===== config.mk =====
export PLATFORM = sky130hd
export DESIGN_NAME = clk_ratio_meter
export DESIGN_NICKNAME = d
export VERILOG_FILES = /design/src/rtl/clk_div_pkg.sv /design/src/rtl/bit_sync.sv /design/src/rtl/clk_ratio_meter.sv
export SDC_FILE = /design/constraint.sdc
export NUM_CORES = 1
export LEC_CHECK = 0
export CAP_MARGIN = 30
export CORE_MARGIN = 10
export CORE_UTILIZATION = 30
export CTS_BUF_LIST = sky130_fd_sc_hd__clkbuf_16
export DETAILED_ROUTE_END_ITERATION = 10
export GPL_ROUTABILITY_DRIVEN = 0
export PLACE_DENSITY = 0.53
export REMOVE_ABC_BUFFERS = 1
export SLEW_MARGIN = 0
export SYNTH_ARGS = -nofsm -noshare
export SYNTH_HDL_FRONTEND = slang
export SYNTH_SLANG_ARGS = --single-unit

===== constraint.sdc =====
create_clock -name i_ref_clk -period 3.8 [get_ports i_ref_clk]
set_input_delay 0.38 -clock i_ref_clk [delete_from_list [all_inputs] [get_ports i_ref_clk]]
set_output_delay 0.38 -clock i_ref_clk [all_outputs]
set_load 0.005 [all_outputs]

===== src/rtl/clk_div_pkg.sv =====
// Shared definitions for the integer clock divider and its ratio meter:
// counter width, measurement FSM encoding and the divider's duty-cycle rule.
package clk_div_pkg;

  localparam int unsigned CNT_WIDTH_DEF = 8;

  typedef enum logic [1:0] {
    ST_IDLE = 2'd0,
    ST_SYNC = 2'd1,
    ST_HIGH = 2'd2,
    ST_LOW  = 2'd3
  } meas_state_e;

  // Odd ratios put the extra cycle in the low phase.
  function automatic logic [31:0] exp_high(input logic [31:0] n);
    return n >> 1;
  endfunction

  function automatic logic [31:0] exp_low(input logic [31:0] n);
    return n - (n >> 1);
  endfunction

endpackage


===== src/rtl/bit_sync.sv =====
// Two-flop synchronizer with asynchronous active-low reset, for single-bit
// signals crossing into the i_clk domain.
module bit_sync (
  input  logic i_clk,
  input  logic i_rst_n,
  input  logic i_d,
  output logic o_q
);

  logic meta_q, meta_d;
  logic sync_q, sync_d;

  // Next values of the synchronizer chain.
  always_comb begin
    meta_d = i_d;
    sync_d = meta_q;
  end

  // Synchronizer flops.
  always_ff @(posedge i_clk or negedge i_rst_n) begin
    if (!i_rst_n) begin
      meta_q <= 1'b0;
      sync_q <= 1'b0;
    end else begin
      meta_q <= meta_d;
      sync_q <= sync_d;
    end
  end

  assign o_q = sync_q;

endmodule


===== src/rtl/clk_ratio_meter.sv =====
// Measures high/low phase lengths of the divided clock in i_ref_clk cycles and
// checks them against the expected ratio; flags a stopped monitored clock.
module clk_ratio_meter
  import clk_div_pkg::*;
#(
  parameter int unsigned CNT_WIDTH = CNT_WIDTH_DEF
) (
  input  logic                 i_ref_clk,
  input  logic                 i_rst_n,
  input  logic                 i_mon_clk,
  input  logic                 i_meas_en,
  input  logic [CNT_WIDTH-1:0] i_exp_ratio,
  output logic [CNT_WIDTH-1:0] o_high_cnt,
  output logic [CNT_WIDTH-1:0] o_low_cnt,
  output logic [CNT_WIDTH:0]   o_ratio,
  output logic                 o_valid,
  output logic                 o_match,
  output logic                 o_timeout
);

  localparam logic [CNT_WIDTH-1:0] CNT_MAX  = {CNT_WIDTH{1'b1}};
  localparam logic [CNT_WIDTH-1:0] CNT_ZERO = {CNT_WIDTH{1'b0}};
  localparam logic [CNT_WIDTH-1:0] CNT_ONE  = {{(CNT_WIDTH-1){1'b0}}, 1'b1};

  logic                 mon_sync_s, rise_s, fall_s;
  logic                 hist_q, hist_d;
  meas_state_e          state_q, state_d;
  logic [CNT_WIDTH-1:0] hcnt_q, hcnt_d, lcnt_q, lcnt_d, idle_q, idle_d;
  logic [CNT_WIDTH-1:0] high_cnt_q, high_cnt_d, low_cnt_q, low_cnt_d;
  logic [CNT_WIDTH:0]   ratio_q, ratio_d;
  logic                 valid_q, valid_d, match_q, match_d, timeout_q, timeout_d;
  logic [CNT_WIDTH-1:0] exp_high_s, exp_low_s;

  bit_sync u_mon_sync (
    .i_clk   (i_ref_clk),
    .i_rst_n (i_rst_n),
    .i_d     (i_mon_clk),
    .o_q     (mon_sync_s)
  );

  // Edge detection against the history flop, plus the expected phase lengths.
  always_comb begin
    hist_d     = mon_sync_s;
    rise_s     = mon_sync_s & ~hist_q;
    fall_s     = ~mon_sync_s & hist_q;
    exp_high_s = CNT_WIDTH'(exp_high(32'(i_exp_ratio)));
    exp_low_s  = CNT_WIDTH'(exp_low(32'(i_exp_ratio)));
  end

  // State, counter and result registers.
  always_ff @(posedge i_ref_clk or negedge i_rst_n) begin
    if (!i_rst_n) begin
      hist_q     <= 1'b0;
      state_q    <= ST_IDLE;
      hcnt_q     <= CNT_ZERO;
      lcnt_q     <= CNT_ZERO;
      idle_q     <= CNT_ZERO;
      high_cnt_q <= CNT_ZERO;
      low_cnt_q  <= CNT_ZERO;
      ratio_q    <= {(CNT_WIDTH+1){1'b0}};
      valid_q    <= 1'b0;
      match_q    <= 1'b0;
      timeout_q  <= 1'b0;
    end else begin
      hist_q     <= hist_d;
      state_q    <= state_d;
      hcnt_q     <= hcnt_d;
      lcnt_q     <= lcnt_d;
      idle_q     <= idle_d;
      high_cnt_q <= high_cnt_d;
      low_cnt_q  <= low_cnt_d;
      ratio_q    <= ratio_d;
      valid_q    <= valid_d;
      match_q    <= match_d;
      timeout_q  <= timeout_d;
    end
  end

  // Next-state logic; a saturated phase counter without an edge restarts in SYNC.
  always_comb begin
    state_d = state_q;
    if (!i_meas_en) begin
      state_d = ST_IDLE;
    end else begin
      case (state_q)
        ST_IDLE: state_d = ST_SYNC;
        ST_SYNC: begin
          if (rise_s) state_d = ST_HIGH;
          else        state_d = ST_SYNC;
        end
        ST_HIGH: begin
          if (fall_s)               state_d = ST_LOW;
          else if (hcnt_q == CNT_MAX) state_d = ST_SYNC;
          else                      state_d = ST_HIGH;
        end
        ST_LOW: begin
          if (rise_s)               state_d = ST_HIGH;
          else if (lcnt_q == CNT_MAX) state_d = ST_SYNC;
          else                      state_d = ST_LOW;
        end
        default: state_d = ST_IDLE;
      endcase
    end
  end

  // Counters, publish and timeout; results hold between publishes.
  always_comb begin
    hcnt_d     = hcnt_q;
    lcnt_d     = lcnt_q;
    idle_d     = idle_q;
    high_cnt_d = high_cnt_q;
    low_cnt_d  = low_cnt_q;
    ratio_d    = ratio_q;
    match_d    = match_q;
    valid_d    = 1'b0;
    timeout_d  = timeout_q;
    if (!i_meas_en) begin
      hcnt_d    = CNT_ZERO;
      lcnt_d    = CNT_ZERO;
      idle_d    = CNT_ZERO;
      timeout_d = 1'b0;
    end else begin
      case (state_q)
        ST_IDLE: begin
          hcnt_d = CNT_ZERO;
          lcnt_d = CNT_ZERO;
          idle_d = CNT_ZERO;
        end
        ST_SYNC: begin
          if (rise_s) begin
            hcnt_d = CNT_ONE;
            idle_d = CNT_ZERO;
          end else if (fall_s) begin
            idle_d = CNT_ZERO;
          end else if (idle_q == CNT_MAX) begin
            timeout_d = 1'b1;
          end else begin
            idle_d = idle_q + CNT_ONE;
          end
        end
        ST_HIGH: begin
          if (fall_s) begin
            lcnt_d = CNT_ONE;
          end else if (hcnt_q == CNT_MAX) begin
            timeout_d = 1'b1;
            idle_d    = CNT_ZERO;
          end else begin
            hcnt_d = hcnt_q + CNT_ONE;
          end
        end
        ST_LOW: begin
          if (rise_s) begin
            high_cnt_d = hcnt_q;
            low_cnt_d  = lcnt_q;
            ratio_d    = {1'b0, hcnt_q} + {1'b0, lcnt_q};
            match_d    = (hcnt_q == exp_high_s) && (lcnt_q == exp_low_s);
            valid_d    = 1'b1;
            hcnt_d     = CNT_ONE;
          end else if (lcnt_q == CNT_MAX) begin
            timeout_d = 1'b1;
            idle_d    = CNT_ZERO;
          end else begin
            lcnt_d = lcnt_q + CNT_ONE;
          end
        end
        default: begin
          hcnt_d = CNT_ZERO;
          lcnt_d = CNT_ZERO;
          idle_d = CNT_ZERO;
        end
      endcase
    end
  end

  assign o_high_cnt = high_cnt_q;
  assign o_low_cnt  = low_cnt_q;
  assign o_ratio    = ratio_q;
  assign o_valid    = valid_q;
  assign o_match    = match_q;
  assign o_timeout  = timeout_q;

endmodule

Word-level counts from Yosys, hierarchy flattened --
Index checks and enable logic that the tools add are counted.
Storage, ports and cells: register bits after elaboration 57, input bits 12
Operators by class: add/subtract/negate cells 5, eq/ne operators 22, multiplexer cells 38, bitwise logic cells 4, reduce and logical (&&, ||, !) cells 8
Operator list (count):
- $mux W8 | 16
- $pmux W8 S3 | 2
- $pmux W8 S4 | 1
- $ne A3 B3 Y1 const B | 10
- $add A8 B1 Y8 const B | 3
- $eq A8 B8 Y1 const B | 3
- $mux W2 | 6
- $mux W1 | 11
- $add A8 B8 Y9 | 1
- $eq A8 B7 Y1 | 1
- $eq A8 B8 Y1 | 1
- $ne A4 B1 Y1 const B | 2
- $pmux W2 S4 | 1
- $reduce_and A8 Y1 | 1
- $sub A8 B7 Y8 | 1
- $reduce_and A3 Y1 | 2
- $ne A5 B5 Y1 const B | 1
- $reduce_and A5 Y1 | 1
- $eq A2 B2 Y1 const B | 2
- $reduce_and A4 Y1 | 1
- $ne A3 B2 Y1 const B | 1
- $pmux W1 S3 | 1
- $and A1 B1 Y1 | 2
- $eq A2 B1 Y1 const B | 1
- other kinds (4) | 5

Depth between registers and ports, before layout --
word-level depth 6, mapped depth 9, depth with buffers taken out 9

Modules after synthesis --
From an unflattened synthesis, not the netlist that was laid out.
Unflattened totals: cell total of the unflattened synthesis 381, area, all modules 3407.0 µm²
Modules (own cells, without submodules):
- clk_ratio_meter | instances 1, cells an instance 379, area an instance 3357.0 µm²
- bit_sync | instances 1, cells an instance 2, area an instance 50.0 µm²

Least setup slack after synthesis --
Ideal clock, no wire load.
kind register to register, start register hcnt_q[0], end register idle_q[6], data arrival time 1838 ps, required time 3677 ps, setup slack 1840 ps, cell stages (with the launch flop) 7, path buffers 1, period minus slack after synthesis 1960 ps, path through dfrtp_1 > ha_1 > and3_2 > nand4_2 > a221o_1 > clkbuf_1 > o221a_2
Between the ends: longest elaborated chain between the ends 3
RTL lines:
- from (decl) | line clk_ratio_meter.sv:28 | logic [CNT_WIDTH-1:0] hcnt_q, hcnt_d, lcnt_q, lcnt_d, idle_q, idle_d;
- from (signal assigned) | line clk_ratio_meter.sv:67 | hcnt_q <= hcnt_d;
- $eq A8 B8 Y1 | line clk_ratio_meter.sv:144 | end else if (hcnt_q == CNT_MAX) begin
- $ne A3 B3 Y1 (no line)
- $reduce_and A5 Y1 (no line)
- to (signal assigned) | line clk_ratio_meter.sv:69 | idle_q <= idle_d;
- to (decl) | line clk_ratio_meter.sv:28
No other way between the ends. A chain may end at the register's enable or synchronous reset.

Worst setup path after layout --
start register hcnt_q[0], end register hcnt_q[3]
Between the ends: longest elaborated chain between the ends 5, elaborated cells between the ends (all ways) 8, classes of those cells add/sub (1); eq/ne (2); mux (4); reduce/logical (1)
RTL lines:
- $add A8 B1 Y8 | line clk_ratio_meter.sv:148 | hcnt_d = hcnt_q + CNT_ONE;
- $mux W8 | line clk_ratio_meter.sv:144
- $mux W8 | line clk_ratio_meter.sv:142 | if (fall_s) begin
- $pmux W8 S3 | line clk_ratio_meter.sv:123 | case (state_q)
- $mux W8 | line clk_ratio_meter.sv:117 | if (!i_meas_en) begin
Parallel ways exist; a longest one is shown, timed or not. The select of a mux whose other input is x is not followed.

==> key figures <==
Outcome
  • Status: finished clean

Synth
  • Post-synthesis register bit count: 57
  • Syn avg cell area: between 8 and 9 um2
  • Register area share after synthesis: between 40% and 50%
  • Synth top area share: about 41%
  • Post-synth EDFFs: 0
  • Library cells used by synthesis: 52
  • Post-Synthesis Cells: roughly 380
  • Fraction of synthesis flops using an asynchronous set or reset pin: between 90% and 100%
  • Synth Flop Type: dfrtp_1
  • Commonest cells post-synth: nand2_1, dfrtp_1, o21ai_0, ha_1, nor2_1
  • Synth warn: 0
  • Area contributors post-synth: dfrtp_1, ha_1, nand2_1, o21ai_0, xor2_1
  • Cell taking the most area after synthesis: dfrtp_1
  • Post-synthesis cell area: 3450 um2
  • Count leader, synth: nand2_1

Floorplan
  • Initial Utilization: 30.4%
  • Die Wd: between 100 and 150 um
  • Rows: 39
  • Die area: approximately 16000 um2
  • Core box area: roughly 11000 um2
  • Boundary pin count: 40
  • Die H: about 130 um

Setup path
  • Critical path class: register to register
  • Maximum fanout along the worst path: 14
  • Critical Path AT: between 2000 and 3000 ps
  • Ordered list of cells on the worst path: ha_1 -> and3_2 -> nand4_2 -> o221ai_1 -> nand2b_1 -> o21ai_0
  • CP required: 4000 ps
  • Critical path's largest stage delay: roughly 830 ps
  • Critical path capture point type: register
  • Critical-path top delay cell: o221ai_1
  • Crit path launch type: register

Route
  • Total wire length: between 8 and 9 mm
  • DR WL/cell: roughly 15 um
  • DRC errors left: 0
  • DR pass1 iterations: 4
  • Detailed-route via count: ~2900
  • Vias per cell: 4.99
  • Routed Antenna Nets: 0
  • Initial DRC Count: roughly 210

Clock network
  • Root Driver: clkbuf_16
  • CTS tree: done
  • Post-CTS Setup Inserts: 0
  • Clock tree sinks: 57
  • Clk Latency, worst-skew pair: ~330 ps
  • Post-CTS sizing: 0
  • Clock slew at reported path FFs: 60 ps
  • Hold Buf Count CTS: 0
  • Total CTS buffers: 9
  • Clock Tree Buf Depth: 2
  • Htree depth: 3

Timing
  • Worst-margin pin slew: ~1000 ps
  • Final Worst Setup Slack: 1310 ps
  • Slew Limit Fails: 0
  • Final period util: between 60% and 70%
  • Min Clock Period, post-route: 2490 ps
  • RSZ-0062 raised after global routing: false
  • Finish-stage setup viols: 0
  • Max Fclk: 401 MHz
  • WHS: roughly 170 ps
  • Final hold vios: 0
  • Normalized max-slew margin: a little under a third
  • Setup_tns: 0 ps
  • Worst Clk Skew: a little under 7 ps

GRT
  • Antenna violations before repair: 0
  • First-pass GRT wire length: roughly 14 mm
  • Largest net degree at the start of global routing: 39
  • Number of global-route vias before repair: 2785
  • GRT Util Overall: between 10% and 20%
  • Overflow after GRT: 0

Layout
  • Final Util: between 30% and 40%
  • Seq. cell area: ~1400 um2
  • # diodes: 0
  • FILL cells: ~1200
  • Design Area, Final: ~4300 um2
  • Final nets: approximately 460
  • Share of layout cells above drive strength 1: approximately 7.4%
  • Multi-input gate area: ~1900 um2
  • Synth-to-Final Area Change: 23.8%
  • Final non-filler cell total: ~570

Placed design
  • Placed Area: between 3000 and 4000 um2
  • # port buffers: 39
  • Post-place setup slack: about 1200 ps
  • Cell count after placement: between 500 and 600
  • HPWL Detailed: just over 6 mm

Power and ir drop
  • Pwr Total: between 1.5 and 2 mW
  • LEAKAGE: 1.96 nW
  • Cell Pwr Density: approximately 380 nW/um2
  • Worst vdd ir: about 0.18 mV

Hold path
  • Worst hold path type: input pin to async pin

Job
  • Max-cap viol count: 0
-- where the power goes --
part / switching, mW / total [mW] / internal (mW)
combinational: 0.121 / 0.212 / 0.0909
sequential: 0.0202 / 0.642 / 0.622
clock: 0.311 / 0.756 / 0.445
-- flip-flops by register name, summed over array words and instances (netlist names) --
name and flops:
hist_q 1, o_timeout 1, o_valid 1, hcnt_q 8, lcnt_q 8, o_ratio 9
idle_q 8, state_q 2, u_mon_sync.o_q 1, u_mon_sync.meta_q 1, o_high_cnt 8, o_match 1
o_low_cnt 8
-- placed cells by master (no fill, tap or decap), types with 6 or more instances in the layout --
master           instances
nor2b_1                  7
nand3_1                 10
dfrtp_1                 57
nand3b_1                 7
o21ai_0                 39
nand2b_1                 9
a21oi_1                 14
nand2_1                 70
ha_1                    22
inv_1                   17
clkbuf_16                9
clkdlybuf4s50_1         38
o21a_1                   6
nor2_1                  21
and3_1                   9
xor2_1                  17
xnor2_1                 11
-- path summary, 6_finish.rpt --
check | startpoint | endpoint | slack [ps] | cells after the start
worst max-delay path | hcnt_q[0]$_DFFE_PN0P_ | hcnt_q[3]$_DFFE_PN0P_ | 1310 | 6
min in group i_ref_clk | u_mon_sync.meta_q$_DFF_PN0_ | u_mon_sync.o_q$_DFF_PN0_ | 350 | 0
worst min-delay path | i_rst_n | o_low_cnt[3]$_DFFE_PN0P_ | 170 | 1
worst max register to register | hcnt_q[0]$_DFFE_PN0P_ | hcnt_q[3]$_DFFE_PN0P_ | 1310 | 6
worst min register to register | u_mon_sync.meta_q$_DFF_PN0_ | u_mon_sync.o_q$_DFF_PN0_ | 350 | 0
max in group asynchronous | i_rst_n | lcnt_q[5]$_DFFE_PN0P_ | 2820 | 2
-- routing by layer --
metal  vias to the layer above  GRT usage, %  part of all wire, %
li1                       1430             -                    -
met1                      1388          14.1                   49
met2                        39          16.5                   46
met3                         4          3.27                  4.6
met4                         0          3.22                 0.62
met5                         -             0                    0
-- logic make-up (layout without fill, tap and decap cells) --
| kind of cell | Yosys count | count (layout) | synth area share (%) |
|---|---|---|---|
| AND/OR/NAND/NOR | 155 | 155 | 22.2 |
| AO/OA/AOI/OAI | 90 | 90 | 16.7 |
| flip-flops | 57 | 57 | 41.4 |
| buffers and inverters | 30 | 76 | 3.38 |
| XOR/XNOR | 28 | 28 | 7.12 |
| adder cells (fa/ha/maj) | 24 | 24 | 9.15 |
-- critical path, delay by kind of cell, from the launching register on --
family,cells,cell delay [ps]
AOI/OAI and AO/OA,2,950
adders and majority gates,1,240
DFF,1,490
and+or+nand+nor,3,690
-- area by class of cell --
| class | count | area share, % |
|---|---|---|
| multi-input cells | 297 | 44.6 |
| clock buffers | 9 | 5.28 |
| inverters | 18 | 1.58 |
| flip-flops and latches | 57 | 33.4 |
| repair buffers | 42 | 9.56 |
| clock inverters | 7 | 1.32 |
| well taps | 143 | 4.19 |
No activity file was read; power rests on OpenSTA's default activity.
